## src/rtl/imem_pkg.sv

```systemverilog
// Shared types and boot image for the MIPS instruction memory.
package imem_pkg;

    localparam int unsigned INSTR_W  = 32;
    localparam int unsigned BOOT_LEN = 4;

    typedef logic [INSTR_W-1:0] instr_t;

    localparam instr_t IMEM_NOP = 32'h0000_0000;

    // addi $t0,5 / addi $t1,10 / add $t2,$t0,$t1 / sw $t2,0($zero)
    localparam instr_t BOOT_PROG [BOOT_LEN] = '{
        32'h2008_0005,
        32'h2009_000A,
        32'h0109_5020,
        32'hAC0A_0000
    };

    // Boot image word at a given index; words past the program read as zero.
    function automatic instr_t boot_word(input int unsigned idx);
        instr_t w;
        w = IMEM_NOP;
        for (int unsigned i = 0; i < BOOT_LEN; i++) begin
            if (idx == i) begin
                w = BOOT_PROG[i];
            end
        end
        return w;
    endfunction

endpackage

```

## src/rtl/imem_array.sv

```systemverilog
// Instruction word storage: constant boot ROM, or a writable array seeded
// with the boot image when IMEM_LOAD_EN is defined.
module imem_array
    import imem_pkg::*;
#(
    parameter int unsigned DEPTH = 256,
    localparam int unsigned AW   = $clog2(DEPTH)
) (
`ifdef IMEM_LOAD_EN
    input  logic          clk,
    input  logic          ld_we,
    input  logic [AW-1:0] ld_addr,
    input  instr_t        ld_data,
`endif
    input  logic [AW-1:0] rd_addr,
    output instr_t        rd_data_c
);

`ifdef IMEM_LOAD_EN
    instr_t words [DEPTH];

    // One register per word, seeded with the boot image and untouched by reset.
    for (genvar i = 0; i < DEPTH; i++) begin : g_word
        instr_t word_q = boot_word(32'(i));

        always_ff @(posedge clk) begin
            if (ld_we && (ld_addr == AW'(i))) begin
                word_q <= ld_data;
            end
        end

        assign words[i] = word_q;
    end

    // Combinational read: a same-edge write is seen only by later fetches.
    assign rd_data_c = words[rd_addr];
`else
    assign rd_data_c = boot_word(32'(rd_addr));
`endif

endmodule

```

## src/rtl/mips_imem.sv

```systemverilog
// IF-stage instruction memory: address check, one-cycle registered fetch.
// Optional program-load port enabled by defining IMEM_LOAD_EN.
module mips_imem
    import imem_pkg::*;
#(
    parameter int unsigned DEPTH = 256,
    localparam int unsigned AW   = $clog2(DEPTH)
) (
    input  logic          clk,
    input  logic          rst_n,
    input  logic          en,
    input  logic [31:0]   pc_addr,
`ifdef IMEM_LOAD_EN
    input  logic          ld_we,
    input  logic [AW-1:0] ld_addr,
    input  logic [31:0]   ld_data,
`endif
    output logic [31:0]   instr,
    output logic          instr_valid,
    output logic          addr_err
);

    if ((DEPTH < 4) || ((DEPTH & (DEPTH - 1)) != 0)) begin : g_bad_depth
        $error("mips_imem: DEPTH must be a power of two and at least 4");
    end

    logic [AW-1:0] word_idx_c;
    logic          legal_c;
    instr_t        rd_data_c;

    assign word_idx_c = pc_addr[AW+1:2];
    assign legal_c    = (pc_addr[1:0] == 2'b00) && ((pc_addr >> (AW + 2)) == 32'd0);

    imem_array #(
        .DEPTH (DEPTH)
    ) u_array (
`ifdef IMEM_LOAD_EN
        .clk       (clk),
        .ld_we     (ld_we),
        .ld_addr   (ld_addr),
        .ld_data   (instr_t'(ld_data)),
`endif
        .rd_addr   (word_idx_c),
        .rd_data_c (rd_data_c)
    );

    // IF/ID output register; a stall holds everything.
    always_ff @(posedge clk or negedge rst_n) begin
        if (!rst_n) begin
            instr       <= IMEM_NOP;
            instr_valid <= 1'b0;
            addr_err    <= 1'b0;
        end else if (en) begin
            instr_valid <= 1'b1;
            if (legal_c) begin
                instr    <= rd_data_c;
                addr_err <= 1'b0;
            end else begin
                instr    <= IMEM_NOP;
                addr_err <= 1'b1;
            end
        end
    end

endmodule

```

## config.mk

```make
export PLATFORM = sky130hd
export DESIGN_NAME = mips_imem
export DESIGN_NICKNAME = d
export VERILOG_FILES = /design/src/rtl/imem_pkg.sv /design/src/rtl/imem_array.sv /design/src/rtl/mips_imem.sv
export SDC_FILE = /design/constraint.sdc
export NUM_CORES = 1
export LEC_CHECK = 0
export CAP_MARGIN = 20
export CELL_PAD_IN_SITES_DETAIL_PLACEMENT = 0
export CELL_PAD_IN_SITES_GLOBAL_PLACEMENT = 1
export CORE_ASPECT_RATIO = 1.1
export CORE_UTILIZATION = 16
export CTS_CLUSTER_DIAMETER = 50
export CTS_CLUSTER_SIZE = 16
export DETAILED_ROUTE_END_ITERATION = 16
export GPL_TIMING_DRIVEN = 0
export HOLD_SLACK_MARGIN = 0.05
export PLACE_DENSITY = 0.76
export SLEW_MARGIN = 20
export SYNTH_ARGS = -nofsm -noshare
export SYNTH_HDL_FRONTEND = slang
export SYNTH_SLANG_ARGS = --single-unit
```

## constraint.sdc

```tcl
create_clock -name clk -period 0.8 [get_ports clk]
set_clock_uncertainty 0.1 [all_clocks]
set_input_delay 0.08 -clock clk [delete_from_list [all_inputs] [get_ports clk]]
set_output_delay 0.08 -clock clk [all_outputs]
set_load 0.05 [all_outputs]
```

==> results of run 1 <==
## sequential cells by signal (all words and copies together) (netlist names)
register / flops
instr_valid: 1
instr: 7
addr_err: 1
## repair_timing
action / 4_1_cts / 5_1_grt
buffers inserted: 3 / 6
pin swaps: 11 / 3
setup endpoints to repair: 26 / 26
gates cloned: 0 / 0
resized for setup: 209 / 27
## worst max-delay path by stage
stage / cells after the start / slack (ns) / start / to
3_5_place_dp: 5 / -0.90 / pc_addr[14] / instr[27]
4_1_cts: 5 / -0.35 / pc_addr[23] / instr[27]
3_3_place_gp: 5 / -0.84 / pc_addr[14] / instr[2]
6_report: 6 / -0.33 / pc_addr[0] / instr[16]
5_1_grt: 6 / -0.38 / pc_addr[0] / instr[16]
2_1_floorplan: 4 / -0.33 / pc_addr[14] / instr[24]
## power by group
part,switching [mW],internal [mW],leakage [nW]
clock network,0.172,0.347,0.0228
registers,0.00000000591,0.457,0.111
logic,0.277,0.183,0.602
## metal layers
metal	share of wire, %	vias to the layer above
li1	-	345
met1	33	321
met2	56	49
met3	10	2
met4	0.38	0
met5	0	-
## logic make-up (layout without fill, tap and decap cells)
family / after synthesis / count (layout) / share of synthesized area, %
xor+xnor: 1 / 1 / 1.39
flops: 9 / 9 / 35.9
simple gates: 14 / 14 / 16.9
compound gates: 8 / 8 / 9.16
buf+inv: 35 / 98 / 36.1
other cells: 1 / 17 / 0.597
## cell usage in the layout (no fill, tap or decap)
cell and instances:
o22ai_2 1, clkbuf_2 1, nor4_2 1, or2_4 1, clkdlybuf4s50_1 4, o32ai_2 3, o22ai_1 1, nor4_1 1
nand4_4 1, dlygate4sd2_1 4, o32ai_4 1, buf_8 8, buf_2 9, xnor2_1 1, conb_1 17, inv_1 9
and4_4 1, buf_4 24, dfrtp_2 4, dlymetal6s2s_1 1, nor2_1 3, nor4_4 4, clkbuf_8 3, a21oi_1 1
o21ai_2 1, clkbuf_1 1, clkdlybuf4s15_1 8, buf_6 26, dfrtp_1 5, nor3_1 1, and4b_2 1
## area by class of cell
cell class / count / area, µm²
inverters: 9 / 33.8
fillers: 348 / 2180
well taps: 50 / 62.6
plain buffers: 26 / 225
clock buffers: 4 / 45.0
multi-input cells: 40 / 354
repair buffers: 59 / 586
flip-flops and latches: 9 / 230
## stage by stage
stage                     util (%)  setup slack (ns)  power, mW  std cells
after floorplan                  -            -0.330      0.729         84
after global placement        33.8            -0.835      0.908        184
after detailed placement      33.8            -0.903      0.912        184
after CTS                     37.7            -0.350       1.43        191
after global routing          41.4            -0.385       1.50        197
final                         41.4            -0.333       1.44        197
==> impl_metrics.toml, run 1 <==
[run_status]
status = "complete, but fails checks"
violations = "negative setup slack"

[critical_path]
r2r_slack_ns = -0.15
crit_chain = "buf_2 -> nor4_4 -> and4_4 -> nand4_4 -> buf_4 -> o22ai_2"
cp_num_buf_inv = 2
crit_slowest_cell = "and4_4"
reg2reg_from = "instr[3]"
r2r-end = "instr[3]"
endpoint_kind = "flip-flop"
cp_max_fo = 7
cpPeakStageDelay_ns = 0.28
start_kind = "primary input"
path_class = "in -> reg"
required_ns = 0.85
critPathTopFamily = "simple AND/OR/NAND/NOR gates"
cp.arrival_ns = 1.18
r2r_cells = 3

[synth]
yosysUniqueCellTypes = 18
synth_area_um2 = 628
synth.most_common_cell = "buf_4"
synth-async-reset-ratio_pct = 100
synth_area_leader_cell = "dfrtp_1"
ys.flop_type = "dfrtp_1"
ys_ff_latch = 9
netlist_top_cells_area = "dfrtp_1 (36%), buf_4 (30%), o32ai_1 (5.6%)"
synth_commonest_cells = "buf_4 (25), dfrtp_1 (9), inv_1 (9), nor4_1 (5), o32ai_1 (4)"
synth_top_area_share_pct = 35.9
synth-edff-count = 0
seq_area_frac_synth_pct = 35.9
ys.warnings.count = 0
syn_avg_cell_area_um2 = 9.24
synthCells = 68

[pwr]
powerDensity_nw_per_um2 = 934
leakage_nw = 0.736
peakVddDrop_mv = 0.501

[layout]
layout-drive-gt1-share_pct = 61.2
antennaDiodeCount = 0
syn_to_final_growth_pct = 145
final_area_um2 = 1540
fin_nets = 183

[clocking]
cts_root_buf = "clkbuf_8"
cts_buffers = 3
cts_tree = "yes"
cts_hold_buf = 0
clockBufferDepth = 2
clk_latency_ns = 0.23
cts_sinks = 9
cts_max_level = 1
clk_transition_reported_paths_ns = 0.05

[sta]
drv_slew = 0
tns_ns = -6.48
max_freq_ghz = 0.882
rsz0062_at_grt = "true"
setup_viol = 26
finalHoldViolCount = 0
fin_crit_ns = 1.13
finalWorstSetupSlack_ns = -0.333
whs_ns = 0.0484
finalCritPeriodShare_pct = 142

[place]
place_congestion = 0.682
place_area_um2 = 1260
io_buffers = 50
post-dp-hpwl_mm = 1.51

[floorplan]
start_util_pct = 16.9
dieWidth_um = 61.7
coreArea_um2 = 3710
dieArea_um2 = 4180
fp-row-count = 23
die_h_um = 67.7
ios = 69

[global_route]
grt_overflow = 0
grt_pass1_wl_mm = 2.91
use_met3_pct = 4.02
grt_pass1_vias = 673
grt.total_usage_pct = 9.70
gr-max-usage-layer = "met2"
grt_use_met2_pct = 18.8
use_met1_pct = 8.74
grt_max_degree = 11
antenna_found_initial = 0

[flow_run]
cap_violations = 0

[drt]
viasPerCell = 3.64
post_drt_wl_per_cell_um = 10.8
wl_mm = 2.12
drc = 0
drtIter0Drc = 8
antenna_left = 0
drt-pass1-iter-count = 2
dr_total_vias = 717

[hold_path]
hold_path_class = "in -> async"
(Power assumes the default switching activity.)
==> run 2, diff against run 1 <==
--- a/config.mk
+++ b/config.mk
@@ -9,14 +9,15 @@
 export CELL_PAD_IN_SITES_DETAIL_PLACEMENT = 0
 export CELL_PAD_IN_SITES_GLOBAL_PLACEMENT = 1
 export CORE_ASPECT_RATIO = 1.1
-export CORE_UTILIZATION = 16
+export CORE_UTILIZATION = 34
 export CTS_CLUSTER_DIAMETER = 50
 export CTS_CLUSTER_SIZE = 16
 export DETAILED_ROUTE_END_ITERATION = 16
+export DONT_BUFFER_PORTS = 1
 export GPL_TIMING_DRIVEN = 0
 export HOLD_SLACK_MARGIN = 0.05
-export PLACE_DENSITY = 0.76
-export SLEW_MARGIN = 20
+export PLACE_DENSITY = 0.7
+export SLEW_MARGIN = 25
 export SYNTH_ARGS = -nofsm -noshare
 export SYNTH_HDL_FRONTEND = slang
 export SYNTH_SLANG_ARGS = --single-unit
==> impl_metrics.toml, run 2 (synthesis gave the netlist of run 1 again) <==
[sta]
fin_crit_ns = 1.21
setup_viol = 26
finalHoldViolCount = 6
tns_ns = -6.14
finalWorstSetupSlack_ns = -0.413
drv_slew = 0
max_freq_ghz = 0.825
finalCritPeriodShare_pct = 152
rsz0062_at_grt = "true"
whs_ns = -0.178

[floorplan]
dieArea_um2 = 2020
fp-row-count = 15
dieWidth_um = 43.0
die_h_um = 47.1
ios = 69
coreArea_um2 = 1650
start_util_pct = 38.0

[clocking]
clk_transition_reported_paths_ns = 0.06
cts_hold_buf = 1
cts_sinks = 9
cts_tree = "yes"
clk_latency_ns = 0.25
clockBufferDepth = 2
cts_root_buf = "clkbuf_4"
cts_buffers = 3
cts_max_level = 1

[critical_path]
crit_slowest_cell = "dfrtp_4"
start_kind = "flip-flop"
cpPeakStageDelay_ns = 0.58
critPathTopFamily = "flip-flops"
cp_max_fo = 5
endpoint_kind = "primary output"
required_ns = 0.62
cp.arrival_ns = 1.03
cp_num_buf_inv = 1
path_class = "reg -> out"
crit_chain = "buf_6"

[layout]
final_cell_count_no_fill = 109
largest_reg_flops = 7
layout_commonest_cell = "buf_4"
syn_to_final_growth_pct = 52.0
antennaDiodeCount = 0
regMostFlops = "instr"
fin_nets = 128
largestRegisters = "instr: 7 flops, addr_err: 1 flops, instr_valid: 1 flops"
layout-drive-gt1-share_pct = 68.5
final_cell_mix = "buf_4 (20), conb_1 (17), buf_8 (7), dfrtp_2 (7), inv_1 (6)"

[place]
place_congestion = 0.763
io_buffers = 0
dp.cells = 101
post-dp-hpwl_um = 971
pre_cts_ws_ns = -0.472

[pwr]
peakVddDrop_mv = 0.610
leakage_nw = 0.425
powerDensity_nw_per_um2 = 1150

[run_status]
status = "complete, but fails checks"
violations = "negative hold slack, negative setup slack"

[drt]
drt-pass1-iter-count = 2
antenna_left = 0
drc = 0
drtIter0Drc = 1
wl_mm = 1.44
dr_total_vias = 508
viasPerCell = 4.66
post_drt_wl_per_cell_um = 13.2

[global_route]
grt_overflow = 0
grt_pass1_wl_mm = 2.05
antenna_found_initial = 0
grt_max_degree = 11
grt.total_usage_pct = 13.8
grt_pass1_vias = 477

[hold_path]
hold_path_class = "in -> reg"

[flow_run]
cap_violations = 0
run 2: power by group:
part	internal (mW)	total [mW]	switching, mW
clock	0.192	0.344	0.152
combinational	0.0849	0.302	0.217
sequential	0.455	0.455	0.0000000409
total	0.731	1.10	0.369
run 2: path summary, 6_finish.rpt:
path | start | end | slack, ns | depth (start not counted)
max in group asynchronous | rst_n | instr[27] | 0.20 | 1
worst min register to register | instr[19] | instr[19] | 0.58 | 2
worst min-delay path | pc_addr[2] | instr[24] | -0.18 | 1
worst max-delay path | instr[24] | instr[24] | -0.41 | 1
min in group asynchronous | rst_n | instr[24] | 0.09 | 1
worst max register to register | instr_valid | instr_valid | -0.19 | 1
run 2: metrics by stage:
stage	area [µm²]	utilization [%]	power, mW	hold WS [ns]
finish	955	57.8	1.10	-0.178
global route	955	57.8	1.15	-0.191
CTS	906	54.8	1.10	-0.184
detailed placement	714	43.3	0.734	-0.315
global placement	714	43.3	0.734	-0.315
floorplan	693	-	0.729	-0.316
run 2: area by class of cell:
cell class / count / area, µm²
fillers: 148 / 697
well taps: 17 / 21.3
clock buffers: 4 / 26.3
inverters: 9 / 33.8
repair buffers: 4 / 36.3
flip-flops and latches: 9 / 241
multi-input cells: 40 / 344
plain buffers: 26 / 251
run 2: repair_timing:
| item | in CTS | in global routing |
|---|---|---|
| hold endpoints to repair | 17 | 7 |
| gates cloned | 0 | 0 |
| buffers inserted | 2 | 1 |
| pin swaps | 1 | 4 |
| gates resized for setup | 40 | 8 |
| setup endpoints to repair | 26 | 26 |
run 2: metal layers:
layer	routed length [µm]	track usage (%)	up-vias
met1	495	15.8	230
li1	-	-	237
met5	0	0	-
met3	139	2.69	2
met2	794	24.2	39
met4	10	8.48	0
==> run 3, diff against run 2 <==
--- a/config.mk
+++ b/config.mk
@@ -10,14 +10,14 @@
 export CELL_PAD_IN_SITES_GLOBAL_PLACEMENT = 1
 export CORE_ASPECT_RATIO = 1.1
 export CORE_UTILIZATION = 34
-export CTS_CLUSTER_DIAMETER = 50
+export CTS_CLUSTER_DIAMETER = 60
 export CTS_CLUSTER_SIZE = 16
 export DETAILED_ROUTE_END_ITERATION = 16
 export DONT_BUFFER_PORTS = 1
 export GPL_TIMING_DRIVEN = 0
-export HOLD_SLACK_MARGIN = 0.05
 export PLACE_DENSITY = 0.7
 export SLEW_MARGIN = 25
 export SYNTH_ARGS = -nofsm -noshare
 export SYNTH_HDL_FRONTEND = slang
 export SYNTH_SLANG_ARGS = --single-unit
+export TNS_END_PERCENT = 30
==> impl_metrics.toml, run 3 (synthesis gave the netlist of run 1 again) <==
[layout]
final_cell_count_no_fill = 108
fin_nets = 127
layout-drive-gt1-share_pct = 56.0
largestRegisters = "instr: 7 flops, addr_err: 1 flops, instr_valid: 1 flops"
largest_reg_flops = 7
final_cell_mix = "buf_4 (17), conb_1 (17), dfrtp_2 (7)"
fillers = 143
syn_to_final_growth_pct = 39.0
regMostFlops = "instr"
antennaDiodeCount = 0

[clocking]
clk_transition_reported_paths_ns = 0.06
clockBufferDepth = 2
cts_max_level = 1
clk_latency_ns = 0.26
cts_root_buf = "clkbuf_4"
cts_buffers = 3
cts_hold_buf = 3
cts_sinks = 9
post_cts.repair.setup_buffers = 0
cts_tree = "yes"

[drt]
wl_mm = 1.40
dr_total_vias = 498
viasPerCell = 4.61
wl_met3_um = 122
dr_wl_met2_um = 762
drc = 0
drt-pass1-iter-count = 4
drtIter0Drc = 10
post_drt_wl_per_cell_um = 13.0
topRoutingLayerUsed = "met4"
wl_met1_um = 506
antenna_left = 0

[critical_path]
required_ns = 0.62
cp_num_buf_inv = 1
cp.arrival_ns = 1.04
r2r-end = "instr_valid"
cpPeakStageDelay_ns = 0.58
r2r_cells = 1
critPathTopFamily = "flip-flops"
path_class = "reg -> out"
reg2reg_from = "instr_valid"
crit_chain = "buf_6"
endpoint_kind = "primary output"
r2r_slack_ns = -0.19
start_kind = "flip-flop"
crit_slowest_cell = "dfrtp_4"
cp_max_fo = 5

[pwr]
powerDensity_nw_per_um2 = 1280
leakage_nw = 0.410
peakVddDrop_mv = 0.549

[global_route]
grt_overflow = 0
antenna_found_initial = 0
grt_max_degree = 11
grt_pass1_wl_mm = 1.97
grt.total_usage_pct = 13.4
grt_pass1_vias = 447

[place]
pre_cts_ws_ns = -0.467
io_buffers = 0
dp.cells = 101
place_congestion = 0.750
post-dp-hpwl_mm = 1.01

[run_status]
status = "complete, but fails checks"
violations = "negative hold slack, negative setup slack"

[sta]
finalHoldViolCount = 7
whs_ns = -0.174
setup_viol = 26
drv_slew = 0
rsz0062_at_grt = "true"
fin_crit_ns = 1.22
max_freq_ghz = 0.821
finalWorstSetupSlack_ns = -0.419
finalCritPeriodShare_pct = 152

[floorplan]
coreArea_um2 = 1650
ios = 69
dieWidth_um = 43.0
dieArea_um2 = 2020
start_util_pct = 38.0
die_h_um = 47.1
fp-row-count = 15

[hold_path]
whs_path_depth = 1
holdPathEnd = "instr[2]"
hold_start = "pc_addr[3]"
hold_path_class = "in -> reg"

[flow_run]
cap_violations = 0
[run 3: cell types whose count changed in the layout (fill, tap and decap cells not counted), moves of 2 or more]
cell / delta
buf_4: -3
nor4_1: +3
buf_8: -2
nor4_4: -2
o22ai_1: +2
o22ai_2: -2
[run 3: area by class of cell]
cell class / instances / area, µm² / share of cell area, %
buffer: 26 / 241 / 27.7
sequential: 9 / 241 / 27.7
inverter: 9 / 33.8 / 3.87
multi-input combinational: 40 / 277 / 31.7
tap: 17 / 21.3 / 2.44
clock buffer: 4 / 26.3 / 3.01
timing repair buffer: 3 / 32.5 / 3.72
[run 3: through the flow]
stage | utilization [%] | power (mW) | cell area [µm²] | hold WS [ns] | setup TNS [ns]
2_1_floorplan | - | 0.729 | 688 | -0.316 | -4.96
3_3_place_gp | 43.0 | 0.734 | 709 | -0.315 | -5.79
3_5_place_dp | 43.0 | 0.733 | 709 | -0.315 | -6.17
4_1_cts | 50.6 | 1.11 | 836 | -0.180 | -6.28
5_1_grt | 52.9 | 1.16 | 873 | -0.196 | -6.78
6_report | 52.9 | 1.11 | 873 | -0.174 | -6.13
[run 3: worst max-delay path by stage]
stage	from	end	slack [ns]	depth (start not counted)
2_1_floorplan	pc_addr[14]	instr[24]	-0.33	4
3_3_place_gp	pc_addr[1]	instr[3]	-0.44	4
3_5_place_dp	pc_addr[26]	instr[24]	-0.47	4
4_1_cts	instr[24]	instr[24]	-0.42	1
5_1_grt	instr[27]	instr[31]	-0.45	1
6_report	instr[24]	instr[14]	-0.42	1
[run 3: repair_timing]
action                                 4_1_cts  5_1_grt
setup endpoints to repair                   26       26
endpoints found under the hold margin       16        4
pin swaps                                    1        2
resized for setup                           30        7
[run 3: power breakdown]
group | leakage, nW | switching [mW] | internal [mW] | total [mW]
Combinational | 0.292 | 0.219 | 0.0880 | 0.307
Sequential | 0.102 | 0.0000000400 | 0.455 | 0.455
Clock | 0.0150 | 0.161 | 0.192 | 0.353
Total | 0.410 | 0.379 | 0.735 | 1.11
[run 3: routing by layer]
layer | track usage, % | vias up
met5 | 0 | -
met4 | 7.27 | 0
met3 | 2.31 | 2
met2 | 23.6 | 41
met1 | 16.0 | 219
li1 | - | 236
